--- config.mk ---
export PLATFORM = sky130hd
export DESIGN_NAME = sal_axi_chan_agent
export DESIGN_NICKNAME = d
export VERILOG_FILES = /design/src/rtl/sal_axi_chan_agent.sv
export SDC_FILE = /design/constraint.sdc
export NUM_CORES = 1
export LEC_CHECK = 0
export BUFFER_PORTS_ARGS = -buffer_cell sky130_fd_sc_hd__buf_2
export CAP_MARGIN = 20
export CELL_PAD_IN_SITES_DETAIL_PLACEMENT = 0
export CELL_PAD_IN_SITES_GLOBAL_PLACEMENT = 1
export CORE_MARGIN = 2
export CORE_UTILIZATION = 39
export CTS_BUF_LIST = sky130_fd_sc_hd__clkbuf_16
export DETAILED_ROUTE_END_ITERATION = 6
export PLACE_DENSITY = 0.79
export SYNTH_ARGS = -nofsm -noshare
export SYNTH_HDL_FRONTEND = slang
export SYNTH_SLANG_ARGS = --single-unit
--- constraint.sdc ---
create_clock -name clk -period 4.05 [get_ports clk]
set_clock_uncertainty 0.05 [all_clocks]
set_input_delay 0.2025 -clock clk [delete_from_list [all_inputs] [get_ports clk]]
set_output_delay 0.2025 -clock clk [all_outputs]
set_load 0.05 [all_outputs]
--- src/rtl/sal_axi_chan_agent.sv ---
// AXI address-channel master with B-channel sink and outstanding tracking.
// APB slave exposes CTRL (enable / counter clear), STATUS and traffic counters.
module sal_axi_chan_agent #(
  parameter int unsigned ID_WIDTH        = 4,
  parameter int unsigned ADDR_WIDTH      = 32,
  parameter int unsigned MAX_OUTSTANDING = 8
) (
  input  logic                  clk,
  input  logic                  rst,
  input  logic                  req_valid,
  output logic                  req_ready,
  input  logic [ID_WIDTH-1:0]   req_id,
  input  logic [ADDR_WIDTH-1:0] req_addr,
  input  logic [7:0]            req_len,
  input  logic [2:0]            req_size,
  input  logic [1:0]            req_burst,
  output logic                  avalid,
  input  logic                  aready,
  output logic [ID_WIDTH-1:0]   aid,
  output logic [ADDR_WIDTH-1:0] aaddr,
  output logic [7:0]            alen,
  output logic [2:0]            asize,
  output logic [1:0]            aburst,
  input  logic                  bvalid,
  output logic                  bready,
  input  logic [ID_WIDTH-1:0]   bid,
  input  logic [1:0]            bresp,
  output logic                  rsp_valid,
  output logic [ID_WIDTH-1:0]   rsp_id,
  output logic [1:0]            rsp_resp,
  input  logic                  psel,
  input  logic                  penable,
  input  logic                  pwrite,
  input  logic [11:0]           paddr,
  input  logic [31:0]           pwdata,
  output logic [31:0]           prdata,
  output logic                  pready,
  output logic                  pslverr
);

  logic                  avalid_q, avalid_d;
  logic [ID_WIDTH-1:0]   aid_q, aid_d;
  logic [ADDR_WIDTH-1:0] aaddr_q, aaddr_d;
  logic [7:0]            alen_q, alen_d;
  logic [2:0]            asize_q, asize_d;
  logic [1:0]            aburst_q, aburst_d;
  logic [7:0]            outst_q, outst_d;
  logic                  en_q, en_d;
  logic [31:0]           issued_q, issued_d, done_q, done_d, err_q, err_d;
  logic                  rsp_valid_q, rsp_valid_d;
  logic [ID_WIDTH-1:0]   rsp_id_q, rsp_id_d;
  logic [1:0]            rsp_resp_q, rsp_resp_d;

  logic       a_hs, b_hs, req_hs;
  logic [8:0] pending;
  logic       apb_acc, apb_hit, apb_ro, ctrl_wr, clr;
  logic [31:0] rd_val;
  logic       unused_pwdata;

  assign unused_pwdata = ^pwdata[31:2];

  always_comb begin
    a_hs    = avalid_q & aready;
    bready  = (outst_q != 8'd0);
    b_hs    = bvalid & bready;
    // A pending beat already counts against the outstanding limit.
    pending = {1'b0, outst_q} + {8'd0, avalid_q};
    req_ready = en_q & (~avalid_q | aready) & (pending < 9'(MAX_OUTSTANDING));
    req_hs  = req_valid & req_ready;

    apb_acc = psel & penable;
    apb_hit = 1'b1;
    apb_ro  = 1'b1;
    rd_val  = 32'd0;
    case (paddr)
      12'h000: begin rd_val = {31'd0, en_q}; apb_ro = 1'b0; end
      12'h004: rd_val = {23'd0, avalid_q, outst_q};
      12'h008: rd_val = issued_q;
      12'h00C: rd_val = done_q;
      12'h010: rd_val = err_q;
      default: apb_hit = 1'b0;
    endcase
    pready  = 1'b1;
    pslverr = apb_acc & (~apb_hit | (pwrite & apb_ro));
    prdata  = (apb_acc && !pslverr) ? rd_val : 32'd0;
    ctrl_wr = apb_acc & pwrite & ~pslverr & (paddr == 12'h000);
    clr     = ctrl_wr & pwdata[1];
    en_d    = ctrl_wr ? pwdata[0] : en_q;

    avalid_d = avalid_q;
    aid_d    = aid_q;
    aaddr_d  = aaddr_q;
    alen_d   = alen_q;
    asize_d  = asize_q;
    aburst_d = aburst_q;
    if (req_hs) begin
      avalid_d = 1'b1;
      aid_d    = req_id;
      aaddr_d  = req_addr;
      alen_d   = req_len;
      asize_d  = req_size;
      aburst_d = req_burst;
    end else if (a_hs) begin
      avalid_d = 1'b0;
    end

    outst_d = outst_q;
    if (a_hs && !b_hs) outst_d = outst_q + 8'd1;
    else if (!a_hs && b_hs) outst_d = outst_q - 8'd1;

    // Clear wins over a coincident count event.
    issued_d = clr ? 32'd0 : issued_q + {31'd0, a_hs};
    done_d   = clr ? 32'd0 : done_q + {31'd0, b_hs};
    err_d    = clr ? 32'd0 : err_q + {31'd0, b_hs & bresp[1]};

    rsp_valid_d = b_hs;
    rsp_id_d    = b_hs ? bid : rsp_id_q;
    rsp_resp_d  = b_hs ? bresp : rsp_resp_q;
  end

  always_ff @(posedge clk) begin
    if (rst) begin
      avalid_q    <= 1'b0;
      aid_q       <= '0;
      aaddr_q     <= '0;
      alen_q      <= '0;
      asize_q     <= '0;
      aburst_q    <= '0;
      outst_q     <= '0;
      en_q        <= 1'b1;
      issued_q    <= '0;
      done_q      <= '0;
      err_q       <= '0;
      rsp_valid_q <= 1'b0;
      rsp_id_q    <= '0;
      rsp_resp_q  <= '0;
    end else begin
      avalid_q    <= avalid_d;
      aid_q       <= aid_d;
      aaddr_q     <= aaddr_d;
      alen_q      <= alen_d;
      asize_q     <= asize_d;
      aburst_q    <= aburst_d;
      outst_q     <= outst_d;
      en_q        <= en_d;
      issued_q    <= issued_d;
      done_q      <= done_d;
      err_q       <= err_d;
      rsp_valid_q <= rsp_valid_d;
      rsp_id_q    <= rsp_id_d;
      rsp_resp_q  <= rsp_resp_d;
    end
  end

  assign avalid    = avalid_q;
  assign aid       = aid_q;
  assign aaddr     = aaddr_q;
  assign alen      = alen_q;
  assign asize     = asize_q;
  assign aburst    = aburst_q;
  assign rsp_valid = rsp_valid_q;
  assign rsp_id    = rsp_id_q;
  assign rsp_resp  = rsp_resp_q;

endmodule

After elaboration in Yosys (flattened, before gate mapping)
Cells that the tools add are included.
Widths: inputs -> output; s select.
{"block": "totals", "register_bits": 162, "latch_bits": 0, "ramBits": 0, "rom_bits": 0, "inputBits": 107, "word_cells": 63, "mem_count": 0}
{"block": "classes", "addsub": 6, "multipliers": 0, "div": 0, "n_lt_le_gt_ge": 1, "eq_ne": 4, "shifts": 0, "n_mux": 8, "bitwise": 18, "reduce_logical": 12}
{"operator": "$pmux 32 s5", "count": 1}
{"operator": "$add 32x1->32", "count": 3}
{"operator": "$mux 32", "count": 1}
{"operator": "$eq 12x4->1 const B", "count": 2}
{"operator": "$mux 8", "count": 2}
{"operator": "$and 1x1->1", "count": 13}
{"operator": "$eq 12x3->1 const B", "count": 1}
{"operator": "$eq 12x5->1 const B", "count": 1}
{"operator": "$logic_not 12->1", "count": 1}
{"operator": "$add 8x1->9", "count": 1}
{"operator": "$lt 9x4->1 const B", "count": 1}
{"operator": "$add 8x1->8 const B", "count": 1}
{"operator": "$reduce_bool 8->1", "count": 1}
{"operator": "$sub 8x1->8 const B", "count": 1}
{"operator": "$reduce_or 5->1", "count": 1}
{"operator": "$mux 1", "count": 4}
{"operator": "$reduce_bool 2->1", "count": 2}
{"operator": "$logic_and 1x1->1", "count": 3}
{"operator": "$logic_not 1->1", "count": 3}
{"operator": "$not 1->1", "count": 3}
{"operator": "$or 1x1->1", "count": 2}
{"operator": "$reduce_or 2->1", "count": 1}

Logic depth before layout (Yosys ltp)
{"block": "depth", "depth_word": 11, "mapped_depth": 11}

Worst setup path before layout
OpenSTA, ideal clock, no wires.
{"block": "synth_path", "path_kind": "register to register", "startpoint": "register outst_q[7]", "endpoint": "register outst_q[6]", "setup_ns": 0.132, "t_arrival_ns": 3.283, "required_time_ns": 3.868, "path_slack_ns": 0.585, "stages_incl_launch_ff": 11, "path_buffers": 0, "synth_period_minus_slack_ns": 3.465, "path_cell_list": "dfxtp_1 -> nor3_1 -> nand3_1 -> nand2_1 -> ha_1 -> inv_1 -> fa_1 -> a21o_1 -> a211oi_1 -> nor3_1 -> or3b_2"}
{"block": "synth_via", "elab_chain_cells": 5, "elab_cells_between_ends": 7}
{"element": "start, declared", "line_no": "47", "text": "logic [7:0] outst_q, outst_d;"}
{"element": "start signal, assigned", "line_no": "144", "text": "outst_q <= outst_d;"}
{"element": "$reduce_bool 8->1 (*)", "line_no": "64", "text": "bready = (outst_q != 8'd0);"}
{"element": "via bready", "line_no": "25", "text": "output logic bready,"}
{"element": "$and 1x1->1 (*)", "line_no": "65", "text": "b_hs = bvalid & bready;"}
{"element": "$logic_not 1->1", "line_no": "108", "text": "if (a_hs && !b_hs) outst_d = outst_q + 8'd1;"}
{"element": "$logic_and 1x1->1", "line_no": "108"}
{"element": "$mux 8 / $reduce_bool 2->1 (equally long branches)"}
Mark *: on every way through the listed nets, which the timed path passes. The rest lies on a longest branch.
A chain may end at the register's enable or synchronous reset.

Worst setup path in the final report
{"block": "layout_path", "startpoint": "register outst_q[7]", "endpoint": "register outst_q[6]"}
{"block": "layout_via", "elab_chain_cells": 5, "elab_cells_between_ends": 7}
{"element": "$reduce_bool 8->1 (*)", "line_no": "64"}
{"element": "$and 1x1->1 (*)", "line_no": "65"}
{"element": "$logic_not 1->1", "line_no": "108"}
{"element": "$logic_and 1x1->1", "line_no": "108"}
{"element": "$mux 8 / $reduce_bool 2->1 (equally long branches)"}
Mark *: on every way between the ends. The rest lies on a longest branch, timed or not.

==> metrics.md <==
| Metric | Value |
|---|---|
| Arrival @ worst endpoint | `3.59 ns` |
| Flop-to-flop setup slack | `0.72 ns` |
| Via/cell ratio | `4.99` |
| Number of diodes | `0` |
| Die height | `145 um` |
| Remaining DRCs | `0` |
| Clock-pin slew on the worst setup and hold paths | `0.07 ns` |
| Synth Instances | `913` |
| Final WL | `21.3 mm` |
| Die width | `145 um` |
| Clock Power Share | `33.1%` |
| Status | `completed` |
| Hold Crit Class | `input port to flip-flop` |
| Setup Fix Bufs, Post-CTS | `0` |
| Sequential area share after synthesis | `41.8%` |
| Post-Place Cell Area | `8840 sq um` |
| Switching Fraction | `37.0%` |
| Slew headroom | `26.3%` |
| TritonCTS clock tree | `built` |
| Starting Density | `39.9%` |
| Type of origin of the critical path | `flip-flop` |
| Yosys reg bits | `162` |
| Combinational Power Share | `30.5%` |
| P per Cell Area | `521 nW/um^2` |
| Gpl congestion | `0.864` |
| Synthesized area per cell | `8.50 sq um` |
| Syn nets | `1034` |
| Fin Setup TNS | `0 ns` |
| Max-cap violations | `0` |
| Minimum clock period | `3.33 ns` |
| RSZ-0062 raised after global routing | `no` |
| Pwr Total | `5.21 mW` |
| GRT Total Usage | `20.2%` |
| Hold Vio Cnt, Final | `0` |
| Crit. End Element | `flip-flop` |
| CTS root buffer | `clkbuf_16` |
| Hpwl dp | `15.1 mm` |
| # setup viols final | `0` |
| I/O pin cnt | `200` |
| Post-CTS sizing | `0` |
| Cell Int Power | `3.28 mW` |
| Worst-Skew Late Latency | `0.43 ns` |
| Mapped cell area | `7760 sq um` |
| Max Slew Vio Count | `0` |
| Row count | `51` |
| Hold buffers post-CTS | `55` |
| DRT antenna net count | `0` |
| Crit path kind | `flip-flop to flip-flop` |
| Die Area | `21000 sq um` |
| Synthesis-to-finish area growth | `29.0%` |
| CTS Buf Count | `17` |
| Fraction of registers with async set/reset | `0%` |
| Share of cells above drive strength 1 | `19.4%` |
| Global route total overflow | `0` |
| Max FO, Critical Path | `9` |
| CTS H-Tree Depth | `4` |
| Sequential share of power | `36.4%` |
| Switch Pwr | `1.93 mW` |
| Initial DRT Pass Iterations | `4` |
| DRT iter0 DRCs | `325` |
| Max clock buf depth | `2` |
| Via count | `6979` |
| Initial antenna violation count | `1` |
| Final period utilization | `82.3%` |
| Max rail drop VDD | `0.462 mV` |
| Final instance area | `10000 sq um` |
| LEAKAGE | `4.39 nW` |
| Main flop type after synthesis | `dfxtp_1` |
| CORE AREA | `19500 sq um` |
| Tightest Pin Transition | `1.10 ns` |
| IO Port Bufs | `168` |
| Required @ worst endpoint | `4.30 ns` |
| Final design utilization | `51.4%` |
| Wire per inst | `15.2 um` |
| Post-synth cell types | `46` |
| Layout Nets | `1243` |
| Vias in the first global route | `6895` |
| Warnings from Yosys | `0` |
| Largest net degree at the start of global routing | `97` |
| Hold slack | `0.00283 ns` |
| Number of flops mapped to enable cells by yosys | `0` |
| Fmax achieved | `300 MHz` |
| Total clock sinks | `162` |
| Global-route wire length before repair | `34.4 mm` |
layout make-up:
cell class	instances	area [sq um]
inverters	18	67.6
clock inverters	15	196
repair buffers	236	1500
flip-flops and latches	162	3240
multi-input cells	687	4240
clock buffers	17	425
fillers	1800	9450
well taps	265	332
final timing paths:
check / from / cells past startpoint / to
worst max-delay path: outst_q[7] / 10 / outst_q[6]
worst min-delay path: bresp[1] / 3 / rsp_resp[1]
worst max register to register: outst_q[7] / 10 / outst_q[6]
worst min register to register: rsp_id[0] / 2 / rsp_id[0]
power by group through the flow:
stage / combinational (mW) / sequential (mW) / clock (mW)
6_report: 1.59 / 1.90 / 1.73
3_3_place_gp: 1.54 / 1.92 / 0
4_1_cts: 1.59 / 1.90 / 1.76
3_5_place_dp: 1.55 / 1.93 / 0
2_1_floorplan: 0.720 / 2.40 / 0
5_1_grt: 1.71 / 1.92 / 1.82
through the flow:
| step | instances | setup WS, ns |
|---|---|---|
| after floorplan | 913 | 0.585 |
| after global placement | 1313 | 0.803 |
| after detailed placement | 1313 | 0.762 |
| after CTS | 1400 | 0.722 |
| after global routing | 1400 | 0.476 |
| final | 1400 | 0.717 |
sequential cells by signal, summed over array words and instances, names as in the netlist, 2 cells and up:
| signal | count |
|---|---|
| err_q | 32 |
| done_q | 32 |
| aid | 4 |
| aaddr | 32 |
| alen | 8 |
| aburst | 2 |
| asize | 3 |
| outst_q | 8 |
| issued_q | 32 |
| rsp_resp | 2 |
| rsp_id | 4 |
per-layer routing:
metal  GRT usage (%)  part of all wire, %  up-vias
li1                -                    -     3545
met3            5.47                  5.8       32
met4            8.07                  2.6        0
met5               0                    0        -
met2            34.8                   49      188
met1            23.7                   43     3214
cell usage after synthesis, types with 2 or more instances:
master,number,area (sq um)
nand2b_1,2,12.5
nand4_1,31,194
o21ai_0,11,55.1
nor2_1,226,848
buf_4,6,45.0
and4_1,6,52.6
mux2i_1,85,851
a211oi_1,4,30.0
nor3_1,11,55.1
ha_1,13,163
nor4_2,3,37.5
nand3_1,59,295
or3_1,9,56.3
buf_2,11,55.1
clkbuf_1,28,105
xor2_1,66,578
nor4_1,6,37.5
and2_1,9,56.3
a21o_1,2,15.0
xnor2_1,21,184
and3_1,17,106
nor4b_1,3,26.3
dfxtp_1,162,3240
a221oi_1,8,70.1
or4_1,3,22.5
nand2_1,35,131
a21oi_1,41,205
inv_1,17,63.8
layout by cell type (no fill, tap or decap), types with 4 or more instances in the layout:
cell type and instances:
clkbuf_16 17, and2_1 9, a21oi_1 41, and3_1 17, a221oi_1 8, nor4_1 6, dfxtp_1 162, xor2_1 66
inv_1 17, and4_1 6, a211oi_1 4, buf_4 12, dlygate4sd3_1 55, or3_1 9, buf_2 168, inv_8 5
nor3_1 10, nor2_1 226, o21ai_0 11, xnor2_1 21, mux2i_1 85, ha_1 13, nand2_1 35, nand3_1 59
nand4_1 31
critical path, stage by stage, from the launching register on:
cell and delay, ns:
dfxtp_1 0.39, nor3_1 0.32, nand3_1 0.33, nand2_1 0.20, ha_1 0.19, inv_1 0.17
fa_1 0.45, a21o_1 0.21, a211oi_1 0.34, nor3_1 0.10, or3b_2 0.45
logic make-up (layout without fill, tap and decap cells):
kind of cell / Yosys count / count (layout) / share of synthesized area [%]
adder cells (fa/ha/maj): 15 / 15 / 2.48
buffers and inverters: 64 / 286 / 3.56
AND/OR/NAND/NOR: 426 / 426 / 25.5
flip-flops: 162 / 162 / 41.8
XOR/XNOR: 87 / 87 / 9.82
AO/OA/AOI/OAI: 73 / 73 / 5.86
multiplexers: 85 / 85 / 11.0
other: 1 / 1 / 0.0483
No activity file was read; power rests on OpenSTA's default activity.
